File: config.mk
export PLATFORM = sky130hd
export DESIGN_NAME = ws2812b_stream_flat
export DESIGN_NICKNAME = d
export VERILOG_FILES = /design/src/rtl/ws2812b_stream_if.sv /design/src/rtl/ws2812b_stream.sv /design/src/flat_wrapper.sv
export SDC_FILE = /design/constraint.sdc
export NUM_CORES = 1
export LEC_CHECK = 0
export CAP_MARGIN = 20
export CORE_ASPECT_RATIO = 1.75
export CORE_MARGIN = 3
export CORE_UTILIZATION = 45
export DETAILED_ROUTE_END_ITERATION = 8
export PLACE_DENSITY_LB_ADDON = 0.2
export SETUP_SLACK_MARGIN = 0.2
export SYNTH_ARGS = -nofsm -noshare
export SYNTH_HDL_FRONTEND = slang
export SYNTH_SLANG_ARGS = --single-unit
File: constraint.sdc
create_clock -name clk_50Mhz -period 2.48 [get_ports clk_50Mhz]
set_input_delay 0.372 -clock clk_50Mhz [delete_from_list [all_inputs] [get_ports clk_50Mhz]]
set_output_delay 0.372 -clock clk_50Mhz [all_outputs]
set_load 0.05 [all_outputs]
File: src/rtl/ws2812b_stream_if.sv
// Pixel stream handshake between the frame generator and the WS2812B serialiser.
// A word moves on a rising edge where pix_valid and pix_ready are both high.
interface ws2812b_stream_if #(
  parameter int BITS_PER_PIXEL = 24
);
  logic [BITS_PER_PIXEL-1:0] pix_data;
  logic                      pix_last;
  logic                      pix_valid;
  logic                      pix_ready;

  modport master (output pix_data, output pix_last, output pix_valid, input pix_ready);
  modport slave  (input pix_data, input pix_last, input pix_valid, output pix_ready);
endinterface

File: src/rtl/ws2812b_stream.sv
// WS2812B-class LED driver: serialises whole pixel words MSB-first with programmable
// bit timing, a one-word holding register for gapless frames, and an automatic latch.
module ws2812b_stream #(
  parameter int BITS_PER_PIXEL = 24,
  parameter int T_BIT_CYC      = 63,
  parameter int T1H_CYC        = 50,
  parameter int T0H_CYC        = 12,
  parameter int RESET_CYC      = 4000
) (
  input  logic                   clk_50Mhz,
  input  logic                   reset_n,
  ws2812b_stream_if.slave        pix,
  input  logic                   clear_err,
  output logic                   led_out,
  output logic                   busy,
  output logic                   frame_done,
  output logic                   underrun
);

  localparam int CYC_W = (T_BIT_CYC > 1) ? $clog2(T_BIT_CYC) : 1;
  localparam int CNT_W = (RESET_CYC > 1) ? $clog2(RESET_CYC) : 1;
  localparam int IDX_W = (BITS_PER_PIXEL > 1) ? $clog2(BITS_PER_PIXEL) : 1;

  localparam logic [CYC_W-1:0] CYC_LAST = CYC_W'(T_BIT_CYC - 1);
  localparam logic [CYC_W-1:0] T1H_L    = CYC_W'(T1H_CYC);
  localparam logic [CYC_W-1:0] T0H_L    = CYC_W'(T0H_CYC);
  localparam logic [CNT_W-1:0] CNT_LAST = CNT_W'(RESET_CYC - 1);
  localparam logic [IDX_W-1:0] IDX_LAST = IDX_W'(BITS_PER_PIXEL - 1);

  typedef enum logic [1:0] {S_IDLE, S_SEND, S_STALL, S_LATCH} state_t;

  state_t                    r_state;
  state_t                    w_state_nxt;
  logic [BITS_PER_PIXEL-1:0] r_hold_data;
  logic                      r_hold_last;
  logic                      r_hold_full;
  logic [BITS_PER_PIXEL-1:0] r_shift;
  logic                      r_cur_last;
  logic [IDX_W-1:0]          r_bit_idx;
  logic [CYC_W-1:0]          r_cyc;
  logic [CNT_W-1:0]          r_cnt;
  logic                      r_led;
  logic                      r_frame_done;
  logic                      r_underrun;

  logic w_accept;
  logic w_load;
  logic w_shift;
  logic w_cyc_inc;
  logic w_cnt_clr;
  logic w_cnt_inc;
  logic w_set_ur;
  logic w_done;
  logic w_led_nxt;
  logic w_bit_one;

  assign w_accept  = pix.pix_valid & ~r_hold_full;
  assign w_bit_one = r_shift[BITS_PER_PIXEL-1];

  always_ff @(posedge clk_50Mhz or negedge reset_n) begin
    if (!reset_n) r_state <= S_IDLE;
    else          r_state <= w_state_nxt;
  end

  always_comb begin
    w_state_nxt = r_state;
    w_load      = 1'b0;
    w_shift     = 1'b0;
    w_cyc_inc   = 1'b0;
    w_cnt_clr   = 1'b0;
    w_cnt_inc   = 1'b0;
    w_set_ur    = 1'b0;
    w_done      = 1'b0;
    w_led_nxt   = 1'b0;
    unique case (r_state)
      S_IDLE: begin
        if (r_hold_full) begin
          w_load      = 1'b1;
          w_state_nxt = S_SEND;
        end
      end
      S_SEND: begin
        w_led_nxt = w_bit_one ? (r_cyc < T1H_L) : (r_cyc < T0H_L);
        if (r_cyc != CYC_LAST) begin
          w_cyc_inc = 1'b1;
        end else if (r_bit_idx != '0) begin
          w_shift = 1'b1;
        end else if (r_cur_last) begin
          w_cnt_clr   = 1'b1;
          w_state_nxt = S_LATCH;
        end else if (r_hold_full) begin
          // Next word follows the final bit with no idle cycle in between.
          w_load = 1'b1;
        end else begin
          w_cnt_clr   = 1'b1;
          w_state_nxt = S_STALL;
        end
      end
      S_STALL: begin
        if (r_hold_full) begin
          w_load      = 1'b1;
          w_state_nxt = S_SEND;
        end else if (r_cnt == CNT_LAST) begin
          w_set_ur    = 1'b1;
          w_state_nxt = S_IDLE;
        end else begin
          w_cnt_inc = 1'b1;
        end
      end
      S_LATCH: begin
        if (r_cnt == CNT_LAST) begin
          w_done      = 1'b1;
          w_state_nxt = S_IDLE;
        end else begin
          w_cnt_inc = 1'b1;
        end
      end
      default: w_state_nxt = S_IDLE;
    endcase
  end

  // A write wins over an unload on the same edge so the new word is kept.
  always_ff @(posedge clk_50Mhz or negedge reset_n) begin
    if (!reset_n) begin
      r_hold_data <= '0;
      r_hold_last <= 1'b0;
      r_hold_full <= 1'b0;
    end else if (w_accept) begin
      r_hold_data <= pix.pix_data;
      r_hold_last <= pix.pix_last;
      r_hold_full <= 1'b1;
    end else if (w_load) begin
      r_hold_full <= 1'b0;
    end
  end

  always_ff @(posedge clk_50Mhz or negedge reset_n) begin
    if (!reset_n) begin
      r_shift    <= '0;
      r_cur_last <= 1'b0;
      r_bit_idx  <= '0;
      r_cyc      <= '0;
    end else if (w_load) begin
      r_shift    <= r_hold_data;
      r_cur_last <= r_hold_last;
      r_bit_idx  <= IDX_LAST;
      r_cyc      <= '0;
    end else if (w_shift) begin
      r_shift    <= r_shift << 1;
      r_bit_idx  <= r_bit_idx - 1'b1;
      r_cyc      <= '0;
    end else if (w_cyc_inc) begin
      r_cyc <= r_cyc + 1'b1;
    end
  end

  always_ff @(posedge clk_50Mhz or negedge reset_n) begin
    if (!reset_n) begin
      r_cnt        <= '0;
      r_led        <= 1'b0;
      r_frame_done <= 1'b0;
      r_underrun   <= 1'b0;
    end else begin
      if (w_cnt_clr)      r_cnt <= '0;
      else if (w_cnt_inc) r_cnt <= r_cnt + 1'b1;
      r_led        <= w_led_nxt;
      r_frame_done <= w_done;
      if (w_set_ur)       r_underrun <= 1'b1;
      else if (clear_err) r_underrun <= 1'b0;
    end
  end

  assign pix.pix_ready = ~r_hold_full;
  assign led_out       = r_led;
  assign busy          = (r_state != S_IDLE);
  assign frame_done    = r_frame_done;
  assign underrun      = r_underrun;

endmodule

File: src/flat_wrapper.sv
// flat-port wrapper written by rule: the top's interface ports become plain ports
module ws2812b_stream_flat 
#(
  parameter int BITS_PER_PIXEL = 24,
  parameter int T_BIT_CYC      = 63,
  parameter int T1H_CYC        = 50,
  parameter int T0H_CYC        = 12,
  parameter int RESET_CYC      = 4000
)
  (clk_50Mhz, reset_n, clear_err, led_out, busy, frame_done, underrun, pix_pix_data, pix_pix_last, pix_pix_valid, pix_pix_ready);
  ws2812b_stream_if #(.BITS_PER_PIXEL(BITS_PER_PIXEL)) pix_i ();
  input  logic clk_50Mhz;
  input  logic reset_n;
  input  logic clear_err;
  output logic led_out;
  output logic busy;
  output logic frame_done;
  output logic underrun;
  input wire logic [$bits(pix_i.pix_data)-1:0] pix_pix_data;
  input wire logic [$bits(pix_i.pix_last)-1:0] pix_pix_last;
  input wire logic [$bits(pix_i.pix_valid)-1:0] pix_pix_valid;
  output wire logic [$bits(pix_i.pix_ready)-1:0] pix_pix_ready;
  assign pix_i.pix_data = pix_pix_data;
  assign pix_i.pix_last = pix_pix_last;
  assign pix_i.pix_valid = pix_pix_valid;
  assign pix_pix_ready = pix_i.pix_ready;
  ws2812b_stream #(.BITS_PER_PIXEL(BITS_PER_PIXEL), .T_BIT_CYC(T_BIT_CYC), .T1H_CYC(T1H_CYC), .T0H_CYC(T0H_CYC), .RESET_CYC(RESET_CYC)) u_core (.clk_50Mhz(clk_50Mhz), .reset_n(reset_n), .pix(pix_i), .clear_err(clear_err), .led_out(led_out), .busy(busy), .frame_done(frame_done), .underrun(underrun));
endmodule
Word level (Yosys, flattened, before mapping)

Cells that the tools add are included.

Bits in registers: 79
Bits in latches: 0
RAM bits: 0
Memory bits (read-only): 0
Bits of input ports: 29
Output and inout bits: 5
Memories kept: 0

$add $sub $neg: 3
Multiply operators: 0
Divide/modulo/power cells: 0
Order comparisons: 2
Equal/unequal tests: 9
Shift operators: 0
Mux-type cells: 45
Bitwise gates (word level): 2
Reduce and logical (&&, ||, !) cells: 10

Operators by type and width:

| kind                                                                   | number |
|---|---|
| 24-bit two-way mux                                                     | 2 |
| 1-bit two-way mux                                                      | 26 |
| 12-bit two-way mux                                                     | 2 |
| 6-bit two-way mux                                                      | 3 |
| 2-bit two-way mux                                                      | 7 |
| 12-bit by 1-bit adder with 12-bit output (second input constant)       | 1 |
| 12-bit equality test (second input constant)                           | 1 |
| 5-bit two-way mux                                                      | 2 |
| 2-bit nonzero test                                                     | 5 |
| 2-bit case mux with 4 select lines                                     | 1 |
| 6-bit by 1-bit adder with 6-bit output (second input constant)         | 1 |
| 6-bit by 4-bit < comparator with 1-bit output (second input constant)  | 1 |
| 6-bit < comparator (second input constant)                             | 1 |
| 6-bit != test (second input constant)                                  | 1 |
| 5-bit nonzero test                                                     | 1 |
| 5-bit by 1-bit subtractor with 5-bit output (second input constant)    | 1 |
| 2-bit equality test (second input constant)                            | 2 |
| 2-bit != test (second input constant)                                  | 2 |
| 1-bit case mux with 2 select lines                                     | 2 |
| 4-bit AND reduction                                                    | 1 |
| 3-bit != test (second input constant)                                  | 1 |
| 3-bit nonzero test                                                     | 1 |
| 2-bit by 1-bit equality test with 1-bit output (second input constant) | 1 |
| 2-bit logical NOT                                                      | 1 |
| other kinds (4)                                                        | 4 |

Depth between registers and ports, before layout

Gate-level depths: netlist of the first run.

Depth in word-level cells: 7
Depth in mapped cells: 8
Gate-level depth less buffers: 6

Least setup slack after synthesis of the first run

Ideal clock, no wire load.

Path kind: reg2reg
From: reg u_core.r_bit_idx[0]
To: reg u_core.r_shift[12]
Library setup time: 125 ps
Arrival time: 2,110 ps
Data required time: 2,355 ps
Setup slack: 245 ps
Cell stages (with the launch flop): 8
Buffers on the path: 1
Cells stage by stage: dfrtp_1 -> inv_1 -> ha_1 -> or4b_4 -> or4_4 -> o21a_1 -> buf_6 -> mux2_4

Cells in the longest elaborated chain, start to end: 5
Elaborated cells on any way between the ends: 9
Those cells by class: mux: 7; reduce/logical: 2

Ends and longest elaborated chain:

| element                                                                 | line                  | RTL |
|---|---|---|
| start, declared                                                         | ws2812b_stream.sv:39  | `logic [IDX_W-1:0] r_bit_idx;` |
| start signal, assigned                                                  | ws2812b_stream.sv:150 | `r_bit_idx <= r_bit_idx - 1'b1;` |
| 5-bit nonzero test *                                                    | ws2812b_stream.sv:86  | `end else if (r_bit_idx != '0) begin` |
| 1-bit two-way mux                                                       | ws2812b_stream.sv:86  |  |
| 1-bit two-way mux                                                       | ws2812b_stream.sv:84  | `if (r_cyc != CYC_LAST) begin` |
| 1-bit case mux with 2 select lines or 1-bit two-way mux (tied branches) | ws2812b_stream.sv:75  | `unique case (r_state)` |
| 24-bit two-way mux or 2-bit nonzero test (tied branches)                | -                     |  |
| end signal, assigned                                                    | ws2812b_stream.sv:144 | `r_shift <= r_hold_data;` |
| end signal, assigned                                                    | ws2812b_stream.sv:149 | `r_shift <= r_shift << 1;` |
| end, declared                                                           | ws2812b_stream.sv:37  | `logic [BITS_PER_PIXEL-1:0] r_shift;` |

Mark *: on every way between the ends. The rest lies on a longest branch, timed or not.
A chain may end at the register's enable or synchronous reset.

Worst setup path in the final report of the first run

From: reg u_core.r_bit_idx[1]
To: reg u_core.r_shift[4]

The elaborated chain is that of the path after synthesis.

==> flow_summary_export.csv, run 1 <==
group,metric,value,unit
sta,fin_worst_skew,0.00410,ns
global_route,grt_start_max_net_pins,51,
route,routed.top_layer,"met4",
yosys,synth_top_area_share,54.6,%
power_and_ir_drop,power.share.clock,30.5,%
power_and_ir_drop,report.power.total,0.00452,W
run_status,status,"finished, final reports clean",
yosys,synth-edff-count,0,
power_and_ir_drop,p_seq_share,47.4,%
route,dr_wl_met3,250,um
cts,htreeDepth,3,
floorplanning,die_w,73.8,um
yosys,ys.flop_type,"dfrtp_1",
yosys,synthTopCellsByArea,"dfrtp_1 55%, mux2_2 8.4%, a221o_1 5.5%",
placed_design,port_buffers,33,
sta,fmax,441,MHz
worst_setup_path,r2r_slack,0.21,ns
yosys,avgSynthCellArea,11.6,sq um
sta,finalHoldViolations,0,
worst_setup_path,worstPathRequired,2.75,ns
worst_setup_path,cp.arrival,2.54,ns
worst_setup_path,crit_chain,"inv_2 -> ha_4 -> or4b_4 -> or4_4 -> o21ai_4 -> buf_12 -> clkbuf_16 -> a221o_1",
cts,cts.sinks,79,
cts,worstSkewPairLatency,0.33,ns
yosys,async_flop_share,100,%
cts,cts_tree,"done",
floorplanning,die_h,125,um
route,wl,7570,um
yosys,netlist_area,0.00362,sq mm
cts,cts_made_buffers,9,
finish,multi_input_area,0.00157,sq mm
worst_setup_path,critPathMaxFanout,5,
worst_setup_path,reg2regPathDepth,8,
route,vias,2656,
finish,drive_above_1_share,22.6,%
power_and_ir_drop,swShare,27.4,%
finish,fill_cells,643,
sta,worst_pin_slew,0.641,ns
global_route,grt.overflow.total,0,
yosys,synth-seq-cells,79,
route,first_pass_iters,4,
placed_design,place.gp.congestion,0.754,
finish,area_growth_syn_to_layout,26.7,%
floorplanning,rows,42,
route,wl_met2,4010,um
sta,period_share,91.4,%
finish,seqCellArea,0.00198,sq mm
route,drt-met1-wl,3140,um
yosys,yosysWarnings,0,
sta,fin_setup_tns,0,ns
global_route,grt_pass1_vias,2734,
worst_setup_path,worstSetupStartpointType,"flop",
power_and_ir_drop,pwr-share-comb,22.1,%
sta,slew_headroom,57.3,%
sta,setup_viol,0,
sta,whs,0.0594,ns
finish,post-route-util,59.8,%
floorplanning,design.core.area,0.00767,sq mm
route,drc,0,
floorplanning,die_area,0.00920,sq mm
floorplanning,initial_core_util,47.2,%
run,cap_violations,0,
yosys,synthCells,312,
finish,antenna_cells,0,
yosys,yosysUniqueCellTypes,49,
placed_design,dpl.hpwl,4830,um
yosys,synthesis.nets,346,
worst_setup_path,slowest_stage,"or4b_4",
worst_setup_path,r2r-start,"u_core.r_bit_idx[1]",
finish,nets,398,
route,drt-vias-per-instance,5.82,
power_and_ir_drop,peakVddDrop,0.000608,V
sta,slew_violations,0,
yosys,yosysSeqAreaShare,54.6,%
global_route,gr-usage-all-layers,17.2,%
global_route,grt_pass1_wl,12400,um
cts,clk_pin_slew,0.06,ns
route,ant_nets,0,
power_and_ir_drop,power.leakage,1.98,nW
cts,clockRootBuffer,"clkbuf_16",
power_and_ir_drop,internal-power,0.00328,W
route,drtIter0Drc,132,
sta,period_minus_slack,2.27,ns
worst_setup_path,cp-end-kind,"flop",
worst_setup_path,cpPeakStageDelay,0.48,ns
cts,clock_tree.buffer_depth,2,
worst_setup_path,timing.rr.end,"u_core.r_shift[4]",
global_route,antenna_found_initial,0,
sta,rsz0062_at_grt,"true",
route,routedWlPerCell,16.6,um
power_and_ir_drop,p_switching,0.00124,W
yosys,yosys.area.top_type,"dfrtp_1",
worst_setup_path,critPathKind,"reg2reg",
floorplanning,ios,34,
power_and_ir_drop,p_per_area,986,mW/mm^2
worst_hold_path,hold_class,"in2async",
how the worst max path moves through the flow:
stage | start | endpoint | depth (start not counted)
after floorplan | u_core.r_bit_idx[0] | u_core.r_shift[12] | 7
after global placement | u_core.r_bit_idx[0] | u_core.r_shift[12] | 6
after detailed placement | u_core.r_bit_idx[0] | u_core.r_shift[12] | 6
after CTS | u_core.r_bit_idx[0] | u_core.r_shift[12] | 6
after global routing | u_core.r_bit_idx[1] | u_core.r_shift[4] | 8
final | u_core.r_bit_idx[1] | u_core.r_shift[4] | 8
repair_timing:
action,CTS,global route
setup buffers,0,9
setup endpoints to repair,22,24
gates resized for setup,4,8
hold buffers,0,0
cloned,0,3
pin swaps,0,9
logic make-up after synthesis:
logic type	count (synthesis)	share of synthesized area, %
xor+xnor	3	0.726
flops	79	54.6
fa+ha+maj	5	1.73
mux	32	10.1
compound gates	70	14.1
simple gates	96	15.7
buf+inv	27	3.11
layer usage:
layer  global-route usage [%]  vias to the layer above
met5                        0                        -
met4                     8.96                        0
met3                     3.47                       12
met2                     27.8                       49
met1                     20.9                     1331
li1                         -                     1264
flip-flops by register name, indices dropped and copies added, names as in the netlist:
signal / flops
u_core.led_out: 1
u_core.underrun: 1
u_core.r_hold_last: 1
u_core.r_shift: 24
u_core.r_bit_idx: 5
u_core.r_hold_data: 24
u_core.r_cur_last: 1
u_core.r_cyc: 6
u_core.r_hold_full: 1
u_core.r_cnt: 12
u_core.r_state: 2
u_core.frame_done: 1
final cells by class:
class | count | share of cell area, %
sequential | 79 | 43.1
multi-input combinational | 206 | 34.3
timing repair buffer | 58 | 12.5
clock buffer | 13 | 6.11
tap | 88 | 2.40
clock inverter | 2 | 0.818
inverter | 10 | 0.818
power by group through the flow:
stage | Combinational (W) | Sequential (W) | Clock (W)
finish | 0.00100 | 0.00214 | 0.00138
global placement | 0.000874 | 0.00214 | 0
global route | 0.00113 | 0.00222 | 0.00145
floorplan | 0.000719 | 0.00204 | 0
CTS | 0.000922 | 0.00214 | 0.00141
detailed placement | 0.000924 | 0.00215 | 0
layout by cell type (no fill, tap or decap), types with 2 or more instances in the layout:
cell / n
a21oi_1: 16
and2_1: 11
clkbuf_8: 4
clkdlybuf4s50_1: 32
mux2_2: 27
nand2_1: 15
and4_1: 2
inv_1: 8
ha_1: 4
nand4_1: 5
o21ai_0: 14
or2_2: 2
or4_1: 6
nor4_1: 3
nand2b_1: 4
clkbuf_16: 11
inv_2: 2
dfrtp_1: 79
nor2b_1: 3
and3_1: 5
xnor2_1: 2
o31ai_1: 7
and2_0: 9
mux2i_1: 3
a221o_1: 20
mux2_4: 2
nand3_1: 8
nor2_1: 7
buf_4: 21
or3_1: 7
Yosys cell counts, drive strengths merged, types with 2 or more instances:
| cell | count |
|---|---|
| dfrtp | 79 |
| mux2 | 29 |
| a221o | 20 |
| and2 | 20 |
| a21oi | 16 |
| nand2 | 15 |
| o21ai | 15 |
| clkbuf | 12 |
| inv | 10 |
| nand3 | 8 |
| nor2 | 7 |
| o31ai | 7 |
| or3 | 7 |
| or4 | 7 |
| and3 | 5 |
| buf | 5 |
| ha | 5 |
| nand4 | 5 |
| nand2b | 4 |
| nor2b | 4 |
| and4 | 3 |
| mux2i | 3 |
| nor4 | 3 |
| o21a | 2 |
| or2 | 2 |
| xnor2 | 2 |
per-stage QoR:
stage	setup slack, ns	instance area, sq um	cells
floorplan	0.245	3620	312
global placement	0.149	4080	429
detailed placement	0.105	4080	429
CTS	0.206	4410	444
global route	0.142	4590	456
finish	0.213	4590	456
worst max-delay path: cells and delay by family (launching register included):
kind	cells	cell delay, ns
compound gates	2	0.33
flops	1	0.41
buf+inv	3	0.39
fa+ha+maj	1	0.12
simple gates	2	0.95
No activity file was read; power rests on OpenSTA's default activity.
==> inputs of run 2 (changes only) <==
--- a/config.mk
+++ b/config.mk
@@ -5,13 +5,12 @@
 export SDC_FILE = /design/constraint.sdc
 export NUM_CORES = 1
 export LEC_CHECK = 0
-export CAP_MARGIN = 20
 export CORE_ASPECT_RATIO = 1.75
 export CORE_MARGIN = 3
 export CORE_UTILIZATION = 45
 export DETAILED_ROUTE_END_ITERATION = 8
 export PLACE_DENSITY_LB_ADDON = 0.2
-export SETUP_SLACK_MARGIN = 0.2
+export SETUP_SLACK_MARGIN = 0.5
 export SYNTH_ARGS = -nofsm -noshare
 export SYNTH_HDL_FRONTEND = slang
 export SYNTH_SLANG_ARGS = --single-unit
==> flow_summary_export.csv, run 2 (synthesized netlist as in run 1, its figures left out) <==
group,metric,value,unit
global_route,grt_pass1_wl,12200,um
route,routedWlPerCell,16.6,um
cts,cts_made_buffers,9,
cts,cts.sinks,79,
placed_design,placed_cells,427,
route,first_pass_iters,4,
power_and_ir_drop,p_per_area,964,mW/mm^2
cts,clk_pin_slew,0.06,ns
power_and_ir_drop,peakVddDrop,0.000509,V
worst_setup_path,worstSetupStartpointType,"flop",
route,drtIter0Drc,172,
global_route,gr-usage-all-layers,16.9,%
floorplanning,design.core.area,0.00767,sq mm
global_route,grt_start_max_net_pins,80,
finish,fill_cells,648,
sta,slew_violations,0,
cts,worstSkewPairLatency,0.33,ns
route,vias,2630,
worst_setup_path,worstPathRequired,2.69,ns
finish,nets,392,
sta,period_share,90.0,%
finish,mostFrequentLayoutCells,"79 x dfrtp_1, 30 x clkdlybuf4s50_1, 26 x mux2_2",
worst_setup_path,reg2regPathDepth,6,
worst_setup_path,cp.arrival,2.45,ns
floorplanning,die_area,0.00920,sq mm
floorplanning,ios,34,
finish,antenna_cells,0,
sta,setup_viol,0,
cts,clock_tree.buffer_depth,2,
sta,finalHoldViolations,0,
floorplanning,rows,42,
floorplanning,die_w,73.8,um
global_route,antenna_found_initial,0,
sta,slew_headroom,35.6,%
worst_setup_path,critPathMaxFanout,4,
placed_design,dpl.hpwl,4900,um
finish,layout_commonest_cell,"dfrtp_1",
cts,cts_hold_buf,0,
global_route,grt_pass1_vias,2572,
finish,seqCellArea,0.00198,sq mm
worst_setup_path,cp-end-kind,"flop",
cts,cts_tree,"done",
cts,htreeDepth,3,
finish,drive_above_1_share,22.4,%
power_and_ir_drop,power.leakage,1.92,nW
run_status,status,"finished, final reports clean",
route,drc,0,
sta,worst_pin_slew,0.966,ns
run,cap_violations,0,
sta,fmax,448,MHz
finish,stdcell_count,449,
sta,period_minus_slack,2.23,ns
worst_hold_path,hold_class,"in2async",
placed_design,port_buffers,33,
floorplanning,initial_core_util,47.2,%
route,drt-vias-per-instance,5.86,
global_route,grt.overflow.total,0,
power_and_ir_drop,report.power.total,0.00432,W
finish,reg_top3,"u_core.r_hold_data (24), u_core.r_shift (24), u_core.r_cnt (12)",
floorplanning,die_h,125,um
sta,rsz0062_at_grt,"true",
cts,clockRootBuffer,"clkbuf_16",
sta,fin_worst_skew,0.00797,ns
route,ant_nets,0,
placed_design,place.gp.congestion,0.841,
sta,fin_setup_tns,0,ns
finish,multi_input_area,0.00162,sq mm
finish,area_growth_syn_to_layout,23.7,%
worst_setup_path,critPathKind,"reg2reg",
route,wl,7450,um
==> run 2: what timing repair did <==
item                                    4_1_cts  5_1_grt
pin swaps                                     0        9
resized for setup                             6       21
setup buffers                                 4        2
hold endpoints to repair                      0        0
endpoints found under the setup margin       35       47
cloned                                        0        2
==> run 2: where the power goes <==
part | leakage, nW | switching [W] | internal (W)
clock | 0.132 | 0.000472 | 0.000720
combinational | 0.811 | 0.000384 | 0.000594
sequential | 0.980 | 0.000359 | 0.00179
total | 1.92 | 0.00121 | 0.00310
==> run 2: path summary, 6_finish.rpt <==
kind / start / endpoint / slack, ns
max reg2reg: u_core.r_bit_idx[1] / u_core.r_cur_last / 0.25
min in group clk_50Mhz: u_core.r_shift[22] / u_core.r_shift[23] / 0.49
max: u_core.r_bit_idx[1] / u_core.r_cur_last / 0.25
min reg2reg: u_core.r_shift[22] / u_core.r_shift[23] / 0.49
max in group asynchronous: reset_n / u_core.r_cnt[11] / 1.66
min: reset_n / u_core.r_cyc[3] / 0.19
==> run 2: metrics by stage <==
step | utilization, % | instance area (sq um) | hold slack [ns] | worst slack (ns)
floorplan | - | 3650 | 0.0764 | 0.245
global placement | 53.0 | 4070 | 0.468 | 0.189
detailed placement | 53.0 | 4070 | 0.479 | 0.110
CTS | 57.0 | 4370 | 0.252 | 0.260
global route | 58.4 | 4480 | 0.287 | 0.191
finish | 58.4 | 4480 | 0.189 | 0.248
==> run 2: critical path, cell delays in order, from the launching register on <==
cell and delay [ns]:
dfrtp_1 0.41, inv_2 0.09, ha_4 0.12, or4b_4 0.46, or4_4 0.46, o21ai_4 0.25, mux2_4 0.32
==> run 2: routing by layer <==
layer	vias up	global-route usage [%]	wire [um]
li1	1251	-	-
met1	1323	21.5	3210
met2	45	27.2	3860
met3	11	2.50	222
met4	0	8.22	156
met5	-	0	0
==> run 2: layout make-up <==
| type | instances | share of cell area, % |
|---|---|---|
| inverter | 10 | 0.838 |
| clock buffer | 13 | 5.81 |
| clock inverter | 1 | 0.112 |
| sequential | 79 | 44.1 |
| tap | 88 | 2.46 |
| multi-input combinational | 207 | 36.2 |
| timing repair buffer | 51 | 10.5 |
